$ cat src/rtl/mod16_pkg.sv
// Shared constants and JK-command helpers for the mod-16 JK down counter.
package mod16_pkg;

  localparam int              CNT_W         = 4;
  localparam logic [CNT_W-1:0] CNT_MAX       = 4'hF;
  localparam logic [CNT_W-1:0] RESET_VAL_DEF = 4'hF;

  typedef enum logic [1:0] {
    JK_HOLD = 2'b00,
    JK_CLR  = 2'b01,
    JK_SET  = 2'b10,
    JK_TOG  = 2'b11
  } jk_cmd_e;

  // Drives a JK stage so that it ends up equal to the given bit.
  function automatic logic [1:0] jk_force(input logic b);
    return {b, ~b};
  endfunction

endpackage

$ cat src/rtl/mod16_down_jk_jkff.sv
// Single JK flip-flop with synchronous active-high reset to a per-instance init value.
import mod16_pkg::*;

module jkff #(
  parameter logic INIT = 1'b0
) (
  input  logic clk,
  input  logic rst,
  input  logic j,
  input  logic k,
  output logic q
);

  logic q_q;

  always_ff @(posedge clk) begin
    if (rst) begin
      q_q <= INIT;
    end else begin
      case (jk_cmd_e'({j, k}))
        JK_HOLD: q_q <= q_q;
        JK_CLR:  q_q <= 1'b0;
        JK_SET:  q_q <= 1'b1;
        JK_TOG:  q_q <= ~q_q;
        default: q_q <= q_q;
      endcase
    end
  end

  assign q = q_q;

endmodule

$ cat src/rtl/mod16_down_jk.sv
// Synchronous mod-16 down counter built from JK flip-flops, with load, tc and borrow-out.
// Optional feature: define MOD16_DOWN_AUTORELOAD_EN to wrap to the last loaded value.
import mod16_pkg::*;

module mod16_down_jk #(
  parameter logic [CNT_W-1:0] RESET_VAL = RESET_VAL_DEF
) (
  input  logic             clk,
  input  logic             rst,
  input  logic             en,
  input  logic             load,
  input  logic [CNT_W-1:0] d,
  output logic [CNT_W-1:0] q,
  output logic             tc,
  output logic             bo
);

  logic [CNT_W-1:0] count_s;
  logic [CNT_W-1:0] reload_s;
  logic [CNT_W-1:0] j_s;
  logic [CNT_W-1:0] k_s;
  logic [CNT_W:0]   low_zero_s;
  logic             is_zero_s;
  logic             underflow_s;
  logic             bo_q;
  logic             bo_d;

`ifdef MOD16_DOWN_AUTORELOAD_EN
  logic [CNT_W-1:0] reload_q;
  logic [CNT_W-1:0] reload_d;

  always_comb begin
    reload_d = reload_q;
    if (load) begin
      reload_d = d;
    end else begin
      reload_d = reload_q;
    end
  end

  always_ff @(posedge clk) begin
    if (rst) begin
      reload_q <= RESET_VAL;
    end else begin
      reload_q <= reload_d;
    end
  end

  assign reload_s = reload_q;
`else
  assign reload_s = CNT_MAX;
`endif

  assign is_zero_s   = (count_s == {CNT_W{1'b0}});
  assign underflow_s = !load && en && is_zero_s;

  // A bit toggles on a decrement exactly when every lower bit is already zero.
  always_comb begin
    low_zero_s    = '0;
    low_zero_s[0] = 1'b1;
    for (int i = 0; i < CNT_W; i++) begin
      low_zero_s[i+1] = low_zero_s[i] & ~count_s[i];
    end
  end

  always_comb begin
    j_s = '0;
    k_s = '0;
    for (int i = 0; i < CNT_W; i++) begin
      if (load) begin
        {j_s[i], k_s[i]} = jk_force(d[i]);
      end else if (underflow_s) begin
        {j_s[i], k_s[i]} = jk_force(reload_s[i]);
      end else if (en) begin
        j_s[i] = low_zero_s[i];
        k_s[i] = low_zero_s[i];
      end else begin
        j_s[i] = 1'b0;
        k_s[i] = 1'b0;
      end
    end
  end

  for (genvar gi = 0; gi < CNT_W; gi++) begin : g_bit
    jkff #(
      .INIT (RESET_VAL[gi])
    ) u_jkff (
      .clk (clk),
      .rst (rst),
      .j   (j_s[gi]),
      .k   (k_s[gi]),
      .q   (count_s[gi])
    );
  end

  always_comb begin
    bo_d = 1'b0;
    if (underflow_s) begin
      bo_d = 1'b1;
    end else begin
      bo_d = 1'b0;
    end
  end

  always_ff @(posedge clk) begin
    if (rst) begin
      bo_q <= 1'b0;
    end else begin
      bo_q <= bo_d;
    end
  end

  assign q  = count_s;
  assign tc = is_zero_s && en;
  assign bo = bo_q;

endmodule

$ cat config.mk
export PLATFORM = sky130hd
export DESIGN_NAME = mod16_down_jk
export DESIGN_NICKNAME = d
export VERILOG_FILES = /design/src/rtl/mod16_pkg.sv /design/src/rtl/mod16_down_jk_jkff.sv /design/src/rtl/mod16_down_jk.sv
export SDC_FILE = /design/constraint.sdc
export NUM_CORES = 1
export LEC_CHECK = 0
export CORE_AREA = 2 2 39 41
export DETAILED_ROUTE_END_ITERATION = 10
export DIE_AREA = 0 0 41 43
export SKIP_CTS_REPAIR_TIMING = 1
export SLEW_MARGIN = 20
export SYNTH_ARGS = -nofsm -noshare
export SYNTH_HDL_FRONTEND = slang
export SYNTH_HIERARCHICAL = 1
export SYNTH_SLANG_ARGS = --single-unit
$ cat constraint.sdc
create_clock -name clk -period 1.58 [get_ports clk]
set_input_delay 0.395 -clock clk [delete_from_list [all_inputs] [get_ports clk]]
set_output_delay 0.395 -clock clk [all_outputs]
set_load 0.02 [all_outputs]
* After elaboration in Yosys (flattened, before gate mapping)
Cells that the tools add are included.
** Operators by class
- Equality and inequality tests :: 12
- Reductions and logical operators :: 9
- Bitwise operators :: 10
- Muxes and demuxes :: 25
** Operators with widths (number)
- 1-bit 2-to-1 mux :: 21
- 2-bit equality test (second input constant) :: 8
- 1-bit one-hot mux with 3 select lines :: 4
- 2-bit by 1-bit equality test with 1-bit output (second input constant) :: 4
- 2-bit zero test :: 4
- 1-bit NOT :: 8
- 4-bit zero test :: 1
- 1-bit logical AND :: 3
- 1-bit bitwise AND :: 2
- 1-bit zero test :: 1
** Storage, ports and cells
- Flip-flop bits (word level) :: 5
- Logic and storage cells :: 61

* Depth between registers and ports, before layout
- Depth after elaboration :: 8
- Mapped depth :: 5
- Gate-level depth less buffers :: 4

* Cells and area by module
The synthesis kept the hierarchy.
** Modules (own cells, without submodules)
- mod16_down_jk :: area an instance 173.9 um^2, instances 1, cells an instance 24
- jkff :: area an instance 37.5 um^2, instances 4, cells an instance 4

* Least setup slack after synthesis
Ideal clock, no wire load.
- Kind :: in2reg
- Start :: input load
- End :: register g_bit[2].u_jkff.q_q
- Path buffers :: 1
- Stages :: 5
- Data arrival time :: 1.391 ns
- Library setup time :: 0.114 ns
- Path slack :: 0.075 ns
- Cells stage by stage :: buf_6 > or4b_4 > o22ai_1 > nand2_1 > a21o_1
** Between the ends
- Longest elaborated chain between the ends :: 7
** Ends and longest elaborated chain
- start: declaration :: RTL line mod16_down_jk.sv:11 : input logic load,
- 1-bit zero test :: RTL line mod16_down_jk.sv:55 : assign underflow_s = !load && en && is_zero_s;
- 1-bit logical AND (2 in series) :: RTL line mod16_down_jk.sv:55
- 1-bit 2-to-1 mux :: RTL line mod16_down_jk.sv:72 : end else if (underflow_s) begin
- 1-bit 2-to-1 mux * :: RTL line mod16_down_jk.sv:70 : if (load) begin
- via k_s[2] :: RTL line mod16_down_jk.sv:21 : logic [CNT_W-1:0] k_s;
- 2-bit equality test or 2-bit by 1-bit equality test with 1-bit output (tied branches) :: RTL line mod16_down_jk_jkff.sv:20 : case (jk_cmd_e'({j, k}))
- 1-bit one-hot mux with 3 select lines :: RTL line mod16_down_jk_jkff.sv:20
- end signal: assignment :: RTL line mod16_down_jk_jkff.sv:21 : JK_HOLD: q_q <= q_q;
- end signal: assignment :: RTL line mod16_down_jk_jkff.sv:24 : JK_TOG: q_q <= ~q_q;
- end signal: assignment :: RTL line mod16_down_jk_jkff.sv:25 : default: q_q <= q_q;
- end: declaration :: RTL line mod16_down_jk_jkff.sv:14 : logic q_q;
The timed path passes the listed nets; every way through them passes the cells marked *.
A chain may end at the register's enable or synchronous reset.

* Worst setup path after layout
- Start :: register g_bit[2].u_jkff.q_q
- End :: output tc
** Between the ends
- Longest elaborated chain between the ends :: 2
** Ends and longest elaborated chain
- 4-bit zero test :: RTL line mod16_down_jk.sv:54 : assign is_zero_s = (count_s == {CNT_W{1'b0}});
- 1-bit logical AND :: RTL line mod16_down_jk.sv:114 : assign tc = is_zero_s && en;
- end: declaration :: RTL line mod16_down_jk.sv:14 : output logic tc,
No other way between the ends.

==> flow_metrics.tcl <==
set metrics [dict create \
    crit_fanout 2 \
    avgSynthCellArea_sq_um 8.10 \
    p_leak_nw 0.294 \
    place_ws_ns -0.386 \
    cp_cell_sequence "nor4_4 > and2_1 > buf_4" \
    vias 371 \
    use_met1_pct 11.9 \
    p_per_area_mw_per_mm2 682 \
    viasPerCell 4.64 \
    final_area_sq_um 586 \
    vdd_drop_max_v 0.000343 \
    yosysWarnings 6 \
    reg2reg_slack_ns 0.08 \
    htreeDepth 1 \
    fmax_mhz 641 \
    cts_tree "done" \
    place_hpwl_microns 601 \
    whs_endpoint "bo" \
    port_buffers 13 \
    numCtsBuffers 3 \
    slowest_stage "dfxtp_1" \
    worst_path_largest_cell_delay_ns 0.33 \
    wl_per_cell_microns 10.6 \
    drt-pass1-iter-count 2 \
    synthToLayoutAreaGrowth_pct 80.7 \
    synth_top_area_share_pct 30.9 \
    synth.area.top_cells "dfxtp_1 (31%), nand2_1 (13%), a21o_1 (9.3%)" \
    grt_pass1_vias 352 \
    root_buffer "clkbuf_4" \
    die-area_sq_mm 0.00176 \
    grt_most_used_layer "met2" \
    finalSetupViolations 0 \
    timing_hold_violations_final 0 \
    rsz0062_at_grt "true" \
    clk_path_buf_depth 2 \
    placementRows 14 \
    ios 14 \
    crit_family "simple AND/OR/NAND/NOR gates" \
    clock_latency_ns 0.25 \
    cp-end-kind "output pin" \
    core_sq_mm 0.00138 \
    fillCellCount 132 \
    synth.distinct_cells 16 \
    final.min_clock_period_ns 1.56 \
    clkTransAtPathRegs_ns 0.05 \
    path_buf_inv 1 \
    grt_max_degree 7 \
    grt_pass1_wl_microns 1320 \
    start_util_pct 23.4 \
    num_antenna_cells 0 \
    period_share_pct 98.7 \
    globalRouteMet2Util_pct 17.8 \
    ys_seq_elements 5 \
    track_usage_pct 11.6 \
    die_h_microns 43 \
    cts_sinks 5 \
    syn_nets 48 \
    die-width_microns 41 \
    ff2ff_path_depth 5 \
    hp-start "g_bit[3].u_jkff/q" \
    ant_nets 0 \
    critical_path.startpoint_type "flop" \
    grt_overflow 0 \
    nNetsFinal 73 \
    placed_cell_area_sq_um 523 \
    drt_iter0_drc 1 \
    max-cap-violations 0 \
    tightest_slew_ns 0.285 \
    drc 0 \
    worstHoldPathCells 2 \
    seq_area_frac_synth_pct 30.9 \
    rr_startpoint "g_bit[2].u_jkff/q" \
    required_ns 1.18 \
    final_layout_size_suffix_gt1_share_pct 26.6 \
    rr_endpoint "g_bit[3].u_jkff/q" \
    synth_top_cell_by_area "dfxtp_1" \
    fin_ws_ns 0.0202 \
    routabilityCongestion 0.644 \
    drv_slew 0 \
    drt-total-wl_microns 850 \
    max_slew_margin_pct 80.9 \
    synth_area_sq_um 324 \
    status "finished, final reports clean" \
    antenna_found_initial 0 \
    use_met3_pct 7.85 \
    fin_skew_ns 0.00913 \
    arrival_ns 1.16 \
    holdCritPathClass "flop to flop" \
    syn_inst 40 \
    critPathKind "flop to output pin" \
]
tightest hold or removal path, stage by stage (launching register included):
cell,delay [ns]
dfxtp_1,0.38
buf_4,0.17
nor4_4,0.05
cell usage in the layout (no fill, tap or decap), drive strengths merged:
cell type      netlist  routed
or2                  4       4
dfxtp                5       5
or4b                 2       2
a21o                 4       4
nand2b               2       2
nand2               11      11
inv                  1       1
o21ai                1       1
nor2                 1       1
clkbuf               0       4
o22ai                4       4
clkdlybuf4s50        0       5
buf                  1       9
or3b                 1       1
and2                 1       1
dlymetal6s2s         0       7
nor4                 2       2
how the worst max path moves through the flow:
stage | start | endpoint | slack, ns | cells past startpoint
finish | g_bit[2].u_jkff/q | tc | 0.02 | 3
global route | g_bit[2].u_jkff/q | tc | -0.06 | 3
CTS | g_bit[3].u_jkff/q | tc | -0.52 | 3
detailed placement | en | tc | -0.39 | 3
global placement | en | tc | -0.39 | 3
floorplan | load | g_bit[2].u_jkff/q | 0.07 | 5
report_power, final:
group          leakage [nW]  internal (mW)  switching (mW)
clock                0.0150         0.0956          0.0542
combinational         0.238         0.0580          0.0487
sequential           0.0412          0.135         0.00834
total                 0.294          0.288           0.111
sequential cells by signal, summed over array words and instances, names as in the netlist:
signal,count
g_bit.u_jkff/q,4
bo,1
area by class of cell:
cell class	instances	area (sq um)	share of cell area, %
clock buffers	4	26.3	4.49
repair buffers	21	205	35.0
well taps	16	20.0	3.42
multi-input cells	33	230	39.3
inverters	1	3.75	0.641
flip-flops and latches	5	100	17.1
kinds of logic after synthesis:
group | Yosys count | synth area share (%)
flip-flops | 5 | 30.9
AND/OR/NAND/NOR | 24 | 45.9
AO/OA/AOI/OAI | 9 | 18.5
buffers and inverters | 2 | 4.63
stage by stage:
step / power [mW] / hold slack [ns] / TNS [ns] / std cells / utilization [%]
4_1_cts: 0.402 / 0.568 / -1.25 / 80 / 39.7
6_report: 0.399 / 0.635 / 0 / 80 / 42.3
3_5_place_dp: 0.249 / 0.556 / -1.71 / 76 / 37.8
2_1_floorplan: 0.191 / 0.467 / 0 / 40 / -
5_1_grt: 0.426 / 0.660 / -0.0572 / 80 / 42.3
3_3_place_gp: 0.248 / 0.552 / -1.72 / 76 / 37.8
cell usage after synthesis:
cell type / instances
nor4_1: 1
buf_6: 1
or2_1: 4
a21o_1: 4
or4b_4: 1
nand2b_1: 2
o21ai_0: 1
o22ai_1: 4
or3b_2: 1
inv_1: 1
nor2_1: 1
nand2_1: 11
or4b_1: 1
dfxtp_1: 5
and2_1: 1
nor4_4: 1
metal layers:
metal / share of wire, % / vias up
li1: - / 189
met4: 0.47 / 0
met2: 49 / 12
met1: 41 / 168
met5: 0 / -
met3: 9.6 / 2
Power figures use the tool's default switching activity.
